[src/rtl/mem_scan_arbiter_if.sv]
// Bus bundle between the Memory stage, the quadrant pixel consumer, the data
// RAM and the arbiter that shares the single RAM port among them.
interface mem_scan_arbiter_if #(
   parameter int ADDR_W = 18,
   parameter int DATA_W = 19
) ();

   logic              cpu_req;
   logic              cpu_we;
   logic              cpu_byte;
   logic [ADDR_W-1:0] cpu_addr;
   logic [DATA_W-1:0] cpu_wdata;
   logic              cpu_stall;
   logic [DATA_W-1:0] cpu_rdata;
   logic              cpu_rvalid;

   logic              scan_start;
   logic [3:0]        cuadrante;
   logic              scan_busy;
   logic              scan_done;

   logic              pix_valid;
   logic              pix_ready;
   logic [7:0]        pixel;
   logic              pix_last;

   logic              mem_en;
   logic              mem_we;
   logic              mem_byte;
   logic [ADDR_W-1:0] mem_addr;
   logic [DATA_W-1:0] mem_wdata;
   logic [DATA_W-1:0] mem_rdata;

   modport slave (
      input  cpu_req, cpu_we, cpu_byte, cpu_addr, cpu_wdata,
      input  scan_start, cuadrante, pix_ready, mem_rdata,
      output cpu_stall, cpu_rdata, cpu_rvalid,
      output scan_busy, scan_done, pix_valid, pixel, pix_last,
      output mem_en, mem_we, mem_byte, mem_addr, mem_wdata
   );

   modport master (
      output cpu_req, cpu_we, cpu_byte, cpu_addr, cpu_wdata,
      output scan_start, cuadrante, pix_ready, mem_rdata,
      input  cpu_stall, cpu_rdata, cpu_rvalid,
      input  scan_busy, scan_done, pix_valid, pixel, pix_last,
      input  mem_en, mem_we, mem_byte, mem_addr, mem_wdata
   );

endinterface

[src/rtl/mem_scan_arbiter.sv]
// Shares the data-RAM port between the pipeline Memory stage and a scanner
// that streams one 100x100 quadrant of the image, one byte per pixel.
// The CPU normally wins; a starvation counter forces the scanner through
// after STARVE_MAX lost cycles so the pixel stream keeps moving.
module mem_scan_arbiter #(
   parameter int ADDR_W     = 18,
   parameter int DATA_W     = 19,
   parameter int IMG_DIM    = 400,
   parameter int QUAD_DIM   = 100,
   parameter int IMG_BASE   = 0,
   parameter int STARVE_MAX = 4
) (
   input logic                clk,
   input logic                reset,
   mem_scan_arbiter_if.slave  bus
);

   localparam int XW = $clog2(QUAD_DIM);
   localparam int CW = $clog2(STARVE_MAX + 1);

   localparam logic [ADDR_W-1:0] BASE_ADDR       = ADDR_W'(IMG_BASE);
   localparam logic [ADDR_W-1:0] ROW_STRIDE      = ADDR_W'(IMG_DIM);
   localparam logic [ADDR_W-1:0] QUAD_ROW_STRIDE = ADDR_W'(QUAD_DIM * IMG_DIM);
   localparam logic [ADDR_W-1:0] QUAD_COL_STRIDE = ADDR_W'(QUAD_DIM);
   localparam logic [XW-1:0]     LAST_POS        = XW'(QUAD_DIM - 1);

   typedef enum logic [2:0] {IDLE, ADDR, WAIT, OUT, DONE} scanState_t;

   scanState_t        state;
   scanState_t        nextState;
   logic [3:0]        quadReg;
   logic [XW-1:0]     xPos;
   logic [XW-1:0]     yPos;
   logic [7:0]        pixelReg;
   logic [CW-1:0]     starveCnt;
   logic              cpuRvalid;
   logic [ADDR_W-1:0] scanAddr;
   logic              scanGrant;
   logic              cpuGrant;
   logic              atLast;
   logic              handshake;

   assign atLast    = (xPos == LAST_POS) && (yPos == LAST_POS);
   assign handshake = (state == OUT) && bus.pix_ready;

   // Scanner byte address: quadrant origin plus row-major offset inside it.
   always_comb begin
      scanAddr = BASE_ADDR
               + ADDR_W'(quadReg[3:2]) * QUAD_ROW_STRIDE
               + ADDR_W'(quadReg[1:0]) * QUAD_COL_STRIDE
               + ADDR_W'(yPos) * ROW_STRIDE
               + ADDR_W'(xPos);
   end

   // Same-cycle arbitration: CPU first unless the scanner has starved long enough.
   always_comb begin
      scanGrant = (state == ADDR) &&
                  (!bus.cpu_req || (starveCnt == CW'(STARVE_MAX)));
      cpuGrant  = bus.cpu_req && !scanGrant;
   end

   // Scanner state register.
   always_ff @(posedge clk or negedge reset) begin
      if (!reset) state <= IDLE;
      else        state <= nextState;
   end

   // Scanner next-state logic; a start pulse only counts from IDLE.
   always_comb begin
      nextState = state;
      case (state)
         IDLE:    if (bus.scan_start) nextState = ADDR;
         ADDR:    if (scanGrant) nextState = WAIT;
         WAIT:    nextState = OUT;
         OUT:     if (handshake) nextState = atLast ? DONE : ADDR;
         DONE:    nextState = IDLE;
         default: nextState = IDLE;
      endcase
   end

   // Quadrant latch, pixel capture and x/y walk through the quadrant.
   always_ff @(posedge clk or negedge reset) begin
      if (!reset) begin
         quadReg  <= '0;
         xPos     <= '0;
         yPos     <= '0;
         pixelReg <= '0;
      end else begin
         if (state == IDLE && bus.scan_start) begin
            quadReg <= bus.cuadrante;
            xPos    <= '0;
            yPos    <= '0;
         end
         if (state == WAIT) pixelReg <= bus.mem_rdata[7:0];
         if (handshake && !atLast) begin
            if (xPos == LAST_POS) begin
               xPos <= '0;
               yPos <= yPos + XW'(1);
            end else begin
               xPos <= xPos + XW'(1);
            end
         end
      end
   end

   // Counts consecutive lost arbitration cycles; never passes STARVE_MAX
   // because reaching it forces the grant that clears it.
   always_ff @(posedge clk or negedge reset) begin
      if (!reset)                          starveCnt <= '0;
      else if (state == IDLE || scanGrant) starveCnt <= '0;
      else if (state == ADDR)              starveCnt <= starveCnt + CW'(1);
   end

   // CPU read data arrives from the RAM one cycle after its grant.
   always_ff @(posedge clk or negedge reset) begin
      if (!reset) cpuRvalid <= 1'b0;
      else        cpuRvalid <= cpuGrant && !bus.cpu_we;
   end

   // RAM port mux and the remaining status outputs.
   always_comb begin
      bus.mem_en    = 1'b0;
      bus.mem_we    = 1'b0;
      bus.mem_byte  = 1'b0;
      bus.mem_addr  = '0;
      bus.mem_wdata = '0;
      if (scanGrant) begin
         bus.mem_en   = 1'b1;
         bus.mem_byte = 1'b1;
         bus.mem_addr = scanAddr;
      end else if (cpuGrant) begin
         bus.mem_en    = 1'b1;
         bus.mem_we    = bus.cpu_we;
         bus.mem_byte  = bus.cpu_byte;
         bus.mem_addr  = bus.cpu_addr;
         bus.mem_wdata = bus.cpu_wdata;
      end
      bus.cpu_stall  = bus.cpu_req && !cpuGrant;
      bus.cpu_rvalid = cpuRvalid;
      bus.cpu_rdata  = cpuRvalid ? bus.mem_rdata : '0;
      bus.scan_busy  = (state != IDLE);
      bus.scan_done  = (state == DONE);
      bus.pix_valid  = (state == OUT);
      bus.pixel      = pixelReg;
      bus.pix_last   = (state == OUT) && atLast;
   end

endmodule

[src/flat_wrapper.sv]
// flat-port wrapper written by rule: the top's interface ports become plain ports
module mem_scan_arbiter_flat 
#(
   parameter int ADDR_W     = 18,
   parameter int DATA_W     = 19,
   parameter int IMG_DIM    = 400,
   parameter int QUAD_DIM   = 100,
   parameter int IMG_BASE   = 0,
   parameter int STARVE_MAX = 4
)
  (clk, reset, bus_cpu_req, bus_cpu_we, bus_cpu_byte, bus_cpu_addr, bus_cpu_wdata, bus_scan_start, bus_cuadrante, bus_pix_ready, bus_mem_rdata, bus_cpu_stall, bus_cpu_rdata, bus_cpu_rvalid, bus_scan_busy, bus_scan_done, bus_pix_valid, bus_pixel, bus_pix_last, bus_mem_en, bus_mem_we, bus_mem_byte, bus_mem_addr, bus_mem_wdata);
  mem_scan_arbiter_if #(.ADDR_W(ADDR_W), .DATA_W(DATA_W)) bus_i ();
  input logic clk;
  input logic reset;
  input wire logic [$bits(bus_i.cpu_req)-1:0] bus_cpu_req;
  input wire logic [$bits(bus_i.cpu_we)-1:0] bus_cpu_we;
  input wire logic [$bits(bus_i.cpu_byte)-1:0] bus_cpu_byte;
  input wire logic [$bits(bus_i.cpu_addr)-1:0] bus_cpu_addr;
  input wire logic [$bits(bus_i.cpu_wdata)-1:0] bus_cpu_wdata;
  input wire logic [$bits(bus_i.scan_start)-1:0] bus_scan_start;
  input wire logic [$bits(bus_i.cuadrante)-1:0] bus_cuadrante;
  input wire logic [$bits(bus_i.pix_ready)-1:0] bus_pix_ready;
  input wire logic [$bits(bus_i.mem_rdata)-1:0] bus_mem_rdata;
  output wire logic [$bits(bus_i.cpu_stall)-1:0] bus_cpu_stall;
  output wire logic [$bits(bus_i.cpu_rdata)-1:0] bus_cpu_rdata;
  output wire logic [$bits(bus_i.cpu_rvalid)-1:0] bus_cpu_rvalid;
  output wire logic [$bits(bus_i.scan_busy)-1:0] bus_scan_busy;
  output wire logic [$bits(bus_i.scan_done)-1:0] bus_scan_done;
  output wire logic [$bits(bus_i.pix_valid)-1:0] bus_pix_valid;
  output wire logic [$bits(bus_i.pixel)-1:0] bus_pixel;
  output wire logic [$bits(bus_i.pix_last)-1:0] bus_pix_last;
  output wire logic [$bits(bus_i.mem_en)-1:0] bus_mem_en;
  output wire logic [$bits(bus_i.mem_we)-1:0] bus_mem_we;
  output wire logic [$bits(bus_i.mem_byte)-1:0] bus_mem_byte;
  output wire logic [$bits(bus_i.mem_addr)-1:0] bus_mem_addr;
  output wire logic [$bits(bus_i.mem_wdata)-1:0] bus_mem_wdata;
  assign bus_i.cpu_req = bus_cpu_req;
  assign bus_i.cpu_we = bus_cpu_we;
  assign bus_i.cpu_byte = bus_cpu_byte;
  assign bus_i.cpu_addr = bus_cpu_addr;
  assign bus_i.cpu_wdata = bus_cpu_wdata;
  assign bus_i.scan_start = bus_scan_start;
  assign bus_i.cuadrante = bus_cuadrante;
  assign bus_i.pix_ready = bus_pix_ready;
  assign bus_i.mem_rdata = bus_mem_rdata;
  assign bus_cpu_stall = bus_i.cpu_stall;
  assign bus_cpu_rdata = bus_i.cpu_rdata;
  assign bus_cpu_rvalid = bus_i.cpu_rvalid;
  assign bus_scan_busy = bus_i.scan_busy;
  assign bus_scan_done = bus_i.scan_done;
  assign bus_pix_valid = bus_i.pix_valid;
  assign bus_pixel = bus_i.pixel;
  assign bus_pix_last = bus_i.pix_last;
  assign bus_mem_en = bus_i.mem_en;
  assign bus_mem_we = bus_i.mem_we;
  assign bus_mem_byte = bus_i.mem_byte;
  assign bus_mem_addr = bus_i.mem_addr;
  assign bus_mem_wdata = bus_i.mem_wdata;
  mem_scan_arbiter #(.ADDR_W(ADDR_W), .DATA_W(DATA_W), .IMG_DIM(IMG_DIM), .QUAD_DIM(QUAD_DIM), .IMG_BASE(IMG_BASE), .STARVE_MAX(STARVE_MAX)) u_core (.clk(clk), .reset(reset), .bus(bus_i));
endmodule
[config.mk]
export PLATFORM = sky130hd
export DESIGN_NAME = mem_scan_arbiter_flat
export DESIGN_NICKNAME = d
export VERILOG_FILES = /design/src/rtl/mem_scan_arbiter_if.sv /design/src/rtl/mem_scan_arbiter.sv /design/src/flat_wrapper.sv
export SDC_FILE = /design/constraint.sdc
export NUM_CORES = 1
export LEC_CHECK = 0
export CAP_MARGIN = 10
export CORE_MARGIN = 2
export CORE_UTILIZATION = 41
export DETAILED_ROUTE_END_ITERATION = 10
export GPL_ROUTABILITY_DRIVEN = 1
export GPL_TIMING_DRIVEN = 1
export PLACE_DENSITY = 0.79
export SLEW_MARGIN = 25
export SYNTH_ARGS = -nofsm -noshare
export SYNTH_HDL_FRONTEND = slang
export SYNTH_SLANG_ARGS = --single-unit
export TNS_END_PERCENT = 1
[constraint.sdc]
create_clock -name clk -period 5.3 [get_ports clk]
set_clock_uncertainty 0.15 [all_clocks]
set_input_delay 1.06 -clock clk [delete_from_list [all_inputs] [get_ports clk]]
set_output_delay 1.06 -clock clk [all_outputs]
set_load 0.005 [all_outputs]
==> impl_results.md, run 1 <==
* Top post-synthesis cells by area: ha_1 24%, dfrtp_1 23%, and2_1 7.1%
* Reg clk slew, reported paths at around 0.07 ns
* FMAX at 0.1696 GHz
* WL/cell at about 14 um
* Pin count of the biggest net entering global routing at 34
* Footprint of the multi-input gates at 2810 um^2
* Drt pass-1 iters at 4
* Cts bufs inserted at 5
* Post-synth top area cell: ha_1
* Sequential Power Share at 24.4%
* Final cell utilization of the core at 64.97%
* Clock share of power at between 10% and 20%
* Global-route wire length before repair at between 15,000 and 20,000 um
* Standard-cell rows at 34
* GRT Resource Usage Total at 20.13%
* Setup CP Type: flip-flop to output port
* Post-synth EDFFs at 0
* Worst-case vdd ir drop at 270.7 uV
* Clock latency on the worst-skew pair at 0.29 ns
* Cells after Synth at 416
* Area share of the largest cell type after synthesis at 23.82%
* Post-synth ARST share at 100.0%
* Synthesized area per cell at 8.713 um^2
* Final count of pins violating max slew at 0
* # diodes at 0
* Crit path time final at a little under 6 ns
* Nets at 729
* Worst hold slack at ~0.36 ns
* Sw Share at 41.68%
* Total grt overflow at 0
* Clock Path Buffers at 2
* Seq/Total Area, Yosys at 22.78%
* Comb power frac at between 60% and 70%
* Gp weighted congestion at between 0.8 and 0.9
* Vias per cell at 5.049
* Fillers at 716
* Worst-path fanout max at 3
* Syn Std Cell Area at 3625 um^2
* Final period util at 111.3%
* Die area at ~9600 um^2
* Htree depth at 2
* Violated checks: setup timing
* Hold Path Class: flip-flop to flip-flop
* DRC at 0
* #FFs+latches synth at 33
* Max_cap viols at 0
* Unrepaired setup endpoints after global routing: yes
* Post-DP HPWL at 7551 um
* Mapped Nets at 559
* Netlist cell types at 54
* Layout cells sized above 1 at 15.67%
* Slew HR at 58.71%
* Primary FF master, synth: dfrtp_1
* Vias at 3,509
* Effective utilization at floorplan at 41.97%
* # setup viols final at 6
* Core Region at 8636 um^2
* Commonest cells post-synth: 69 x ha_1, 49 x nand2_1, 41 x and2_1
* Chip height at a little under 100 um
* CTS Hold Bufs at 0
* Port Buffers at around 140
* Placed instance count at 682
* Pwr Density at 314.7 nW/um^2
* Number of global-route vias before repair at 3,651
* TritonCTS Sinks at 33
* Seq. cell area at 825.8 um^2
* Num ports at between 100 and 150
* Final Hold Vio Count at 0
* Crit path capture type: output port
* Post-Route Setup TNS at -2.428 ns
* Internal at a little over 1 mW
* Crit path DAT at roughly 4.7 ns
* Initial antenna violation count at 0
* CTS tree: done
* Count leader, synth: ha_1
* Setup ws final at -0.5967 ns
* DRT iter0 DRCs at 149
* Worst Path Required at 4.09 ns
* Die W at a little under 100 um
* Net load switching power at 736.0 uW
* Root Driver: clkbuf_8
* Leakage at between 2 and 3 nW
* Routed Antenna Nets at 0
* Status: finished, violations left
* Syn-to-layout area delta at 54.78%
* Worst Setup Start Kind: flip-flop
* Synth warn at 0
* Worst-Margin Slew at ~0.6 ns
* Fin cells at 695
* Total Wirelength at 9772 um
[layout make-up]
| type | instances | share of cell area [%] |
|---|---|---|
| multi-input combinational | 343 | 50.09 |
| timing repair buffer | 176 | 29.44 |
| sequential | 33 | 14.72 |
| tap | 108 | 2.409 |
| inverter | 27 | 1.806 |
| clock buffer | 5 | 1.227 |
| clock inverter | 3 | 0.3122 |
[state kept, by name (all words and copies together) (netlist names)]
signal and count:
u_core.state 3, u_core.xPos 7, u_core.bus.pixel 8, u_core.bus.cpu_rvalid 1, u_core.starveCnt 3, u_core.quadReg 4, u_core.yPos 7
[final timing paths]
kind	start	end	slack, ns	cells after the start
setup / recovery	u_core.yPos[3]	bus_mem_addr[17]	-0.60	19
hold / removal	u_core.bus.pixel[7]	u_core.bus.pixel[7]	0.36	1
setup reg to reg	u_core.state[1]	u_core.xPos[4]	3.20	6
hold reg to reg	u_core.bus.pixel[7]	u_core.bus.pixel[7]	0.36	1
max in group asynchronous	reset	u_core.bus.pixel[0]	3.65	2
min in group asynchronous	reset	u_core.bus.pixel[6]	1.02	2
[metal layers]
layer  up-vias  part of all wire (%)  GRT usage, %
li1       1778                     -             -
met5         -                     0             0
met3        11                   4.4         2.004
met1      1606                    45         26.80
met4         0                   1.2         5.128
met2       114                    50         35.09
[cells by family (layout without fill, tap and decap cells)]
logic type | count (synthesis) | after routing | synth area share (%)
xor+xnor | 19 | 19 | 4.591
compound gates | 80 | 80 | 13.95
simple gates | 159 | 159 | 23.13
fa+ha+maj | 76 | 76 | 27.68
flops | 33 | 33 | 22.78
mux | 9 | 9 | 2.796
buf+inv | 40 | 211 | 5.074
[worst max-delay path, cell delays in order, from the launching register on]
cell	delay [ns]
dfrtp_1	0.40
inv_2	0.10
ha_4	0.21
ha_4	0.24
fa_1	0.55
ha_4	0.23
a21o_1	0.19
a21oi_2	0.18
buf_4	0.14
xnor2_1	0.11
ha_1	0.25
ha_1	0.30
ha_1	0.31
nand4_1	0.18
a2bb2oi_2	0.18
buf_4	0.14
a31oi_2	0.10
o21a_1	0.21
o31ai_2	0.21
buf_2	0.16
[repair_timing]
item                       in CTS  in global routing
setup endpoints to repair       8                  8
pin swaps                      25                  3
buffers inserted                5                  0
gates resized for setup        34                  7
cloned                          0                  0
[through the flow]
step | power, mW | setup WS [ns] | instance area (um^2)
2_1_floorplan | 1.073 | 0.007537 | 3666
3_3_place_gp | 1.496 | -0.5540 | 5350
3_5_place_dp | 1.533 | -0.8310 | 5350
4_1_cts | 1.758 | -0.5265 | 5577
5_1_grt | 1.937 | -0.7686 | 5610
6_report | 1.766 | -0.5967 | 5610
[power groups by stage]
stage | sequential [mW] | clock, mW | combinational [mW]
2_1_floorplan | 0.399 | 0 | 0.673
4_1_cts | 0.430 | 0.193 | 1.14
3_5_place_dp | 0.433 | 0 | 1.10
6_report | 0.431 | 0.188 | 1.15
5_1_grt | 0.448 | 0.199 | 1.29
3_3_place_gp | 0.428 | 0 | 1.07
[cell usage in the layout (no fill, tap or decap), types with 2 or more instances in the layout]
cell type        Yosys  routed
buf_4                1      37
xnor2_1             12      11
nor2_1              19      19
inv_1               27      25
nand4_1              6       6
ha_1                69      59
o31ai_1              4       3
o21ai_1              5       6
fa_1                 7       6
o21a_1               2       2
clkdlybuf4s50_1      0     131
o21bai_1             2       2
nand2b_1             4       4
and3_1               3       3
clkbuf_8             0       5
o31ai_2              1       2
clkinv_2             0       2
xor2_1               7       7
mux2_2               9       9
ha_4                 0       9
and2_1              41      41
a211oi_1             2       2
nand2_1             49      49
dfrtp_1             33      33
or3_1                2       2
buf_2                5       3
nor3_1               7       7
a21oi_1              9       5
o21ai_0             35      33
a21oi_2              2       5
dlygate4sd2_1        0       4
nor2b_1              3       3
a21o_1               5       5
inv_2                0       2
nand3_1             15      15
nor3b_2              2       2
No activity file was read; power rests on OpenSTA's default activity.
==> inputs of run 2 (changes only) <==
- CELL_PAD_IN_SITES_DETAIL_PLACEMENT: unset -> 1
- CELL_PAD_IN_SITES_GLOBAL_PLACEMENT: unset -> 1
- CORE_UTILIZATION: 41 -> 29
- PLACE_DENSITY: 0.79 -> unset
- PLACE_DENSITY_LB_ADDON: unset -> 0.1
==> impl_results.md, run 2 (synthesis gave the netlist of run 1 again) <==
* Placed instance count at 749 (+9.8%)
* FMAX at 0.1697 GHz (about the same)
* Worst-path cell chain: ha_1 -> ha_4 -> fa_1 -> ha_4 -> a21o_1 -> a21oi_2 -> o21bai_1 -> a21oi_1 -> xnor2_1 -> ha_1 -> ha_4 -> ha_4 -> nand4_1 -> buf_4 -> a2bb2oi_4 -> buf_4 -> nand3_1 -> xnor2_1 -> o21ai_1 -> dlygate4sd2_1
* Final cell utilization of the core at 48.71% (-16 points)
* Crit path capture type: output port
* Final period util at 111.2% (about the same)
* Die W at 115.8 um (+18%)
* Nets at 736 (+0.96%)
* Commonest non-fill, non-tap cell in the layout: clkdlybuf4s50_1
* Vias at 3,591 (+2.3%)
* Crit path time final at 5.893 ns (-0.003608 ns)
* Total Wirelength at 11,470 um (+17%)
* Num ports at 140 (unchanged)
* Routed Antenna Nets at 0 (unchanged)
* Net load switching power at 780.5 uW (+6.1%)
* Fin cells at 762 (+9.6%)
* # setup viols final at 5 (-1)
* Unrepaired setup endpoints after global routing: yes
* Worst path bufs/invs at 3 (-1)
* Clock latency on the worst-skew pair at 0.28 ns (about the same)
* Total grt overflow at 0 (unchanged)
* Worst-case vdd ir drop at 138.8 uV (-49%)
* Status: finished, violations left
* Global-route wire length before repair at 18,850 um (+15%)
* Final count of pins violating max slew at 0 (unchanged)
* Crit path max-delay family: adder cells
* Reg clk slew, reported paths at 0.06 ns (about the same)
* Internal at 1.227 mW (+19%)
* Cts bufs inserted at 5 (unchanged)
* Chip height at 115.8 um (+18%)
* Pwr Density at 340.3 nW/um^2 (+8.1%)
* CTS tree: done
* Sequential Power Share at 21.6% (-2.8 points)
* Largest register FFs at 8 (unchanged)
* Final Hold Vio Count at 0 (unchanged)
* Post-DP HPWL at 9088 um (+20%)
* Clock share of power at 19.0% (+8.4 points)
* Sw Share at 38.87% (-2.8 points)
* Core Region at 12,110 um^2 (+40%)
* Pin count of the biggest net entering global routing at 34 (unchanged)
* Worst-path fanout max at 3 (unchanged)
* Critical path's slowest cell: fa_1
* Violated checks: setup timing
* Port Buffers at 139 (unchanged)
* Drt pass-1 iters at 4 (unchanged)
* TritonCTS Sinks at 33 (unchanged)
* DRT iter0 DRCs at 97 (-35%)
* Setup ws final at -0.5931 ns (+0.003608 ns)
* GRT Resource Usage Total at 17.27% (-2.9 points)
* Vias per cell at 4.713 (-6.7%)
* Number of global-route vias before repair at 3,917 (+7.3%)
* Comb power frac at 59.4% (-5.6 points)
* # diodes at 0 (unchanged)
* Worst reg-to-reg setup slack at 3.09 ns (-0.11 ns)
* Layout cells sized above 1 at 17.85% (+2.2 points)
* Standard-cell rows at 40 (+18%)
* Worst Setup Start Kind: flip-flop
* Syn-to-layout area delta at 62.75%
* Gp weighted congestion at 0.8090 (-8.0%)
* Htree depth at 2 (unchanged)
* Effective utilization at floorplan at 29.93% (-12 points)
* Max_cap viols at 0 (unchanged)
* Die area at 13,410 um^2 (+40%)
* DRC at 0 (unchanged)
* Crit path DAT at 4.68 ns (about the same)
* Leakage at 2.748 nW (+3.5%)
* Worst Path Required at 4.09 ns (about the same)
* Hold Path Class: flip-flop to flip-flop
* Commonest non-fill, non-tap cells in the layout: 131 x clkdlybuf4s50_1, 58 x ha_1, 49 x nand2_1, 43 x buf_4, 41 x and2_1
* Worst-Margin Slew at 0.6713 ns (+0.05467 ns)
* Slew HR at 55.05% (-3.7 points)
* Initial antenna violation count at 0 (unchanged)
* WL/cell at 15.06 um (+7.1%)
* Slowest stage delay, CP at 0.56 ns (about the same)
* Most used cell, CP: ha_4
* Root Driver: clkbuf_16
* Clock Path Buffers at 2 (unchanged)
* Setup CP Type: flip-flop to output port
* CTS Hold Bufs at 0 (unchanged)
## run 2: power groups by stage
stage / sequential, mW / combinational, mW / clock, mW
floorplan: 0.399 / 0.673 / 0
global placement: 0.433 / 1.10 / 0
detailed placement: 0.438 / 1.14 / 0
CTS: 0.434 / 1.18 / 0.389
global route: 0.450 / 1.35 / 0.400
finish: 0.433 / 1.19 / 0.382
## run 2: metal layers
metal	track usage (%)	wire, um	vias up
met4	2.302	102	0
met5	0	0	-
met1	21.85	5132	1656
li1	-	-	1794
met3	4.393	881	8
met2	30.49	5358	133
## run 2: worst reg2reg max path, delay by kind of cell (launching register included)
kind,cells,cell delay [ns]
AOI/OAI and AO/OA,3,0.48
DFF,1,0.53
and+or+nand+nor,3,0.92
## run 2: final cells by class
class / instances / area, um^2
well taps: 168 / 210.2
flip-flops and latches: 33 / 825.8
multi-input cells: 343 / 2863
clock buffers: 5 / 125.1
fillers: 1438 / 6212
clock inverters: 3 / 65.06
repair buffers: 183 / 1709
inverters: 27 / 101.3
## run 2: final timing paths
| path | to | cells after the start | startpoint |
|---|---|---|---|
| min in group asynchronous | u_core.yPos[4] | 2 | reset |
| worst max register to register | u_core.xPos[4] | 6 | u_core.state[1] |
| max in group asynchronous | u_core.xPos[3] | 2 | reset |
| worst min-delay path | u_core.bus.pixel[1] | 1 | u_core.bus.pixel[1] |
| worst max-delay path | bus_mem_addr[15] | 20 | u_core.yPos[1] |
| worst min register to register | u_core.bus.pixel[1] | 1 | u_core.bus.pixel[1] |
## run 2: through the flow
stage          worst slack (ns)  hold slack [ns]  cell area (um^2)  total power, mW  TNS [ns]
2_1_floorplan          0.007537           0.3378              3666            1.073         0
3_3_place_gp            -0.6117           0.3373              5478            1.536    -2.251
3_5_place_dp            -0.8368           0.3452              5478            1.574    -3.132
4_1_cts                 -0.5084           0.3584              5826            2.008    -1.903
5_1_grt                 -0.8092           0.3668              5899            2.199    -3.482
6_report                -0.5931           0.3533              5899            2.008    -2.187
## run 2: what timing repair did
action | 4_1_cts | 5_1_grt
setup buffers | 4 | 1
resized for setup | 43 | 9
pin swaps | 23 | 4
hold endpoints to repair | 0 | 0
endpoints found under the setup margin | 8 | 8
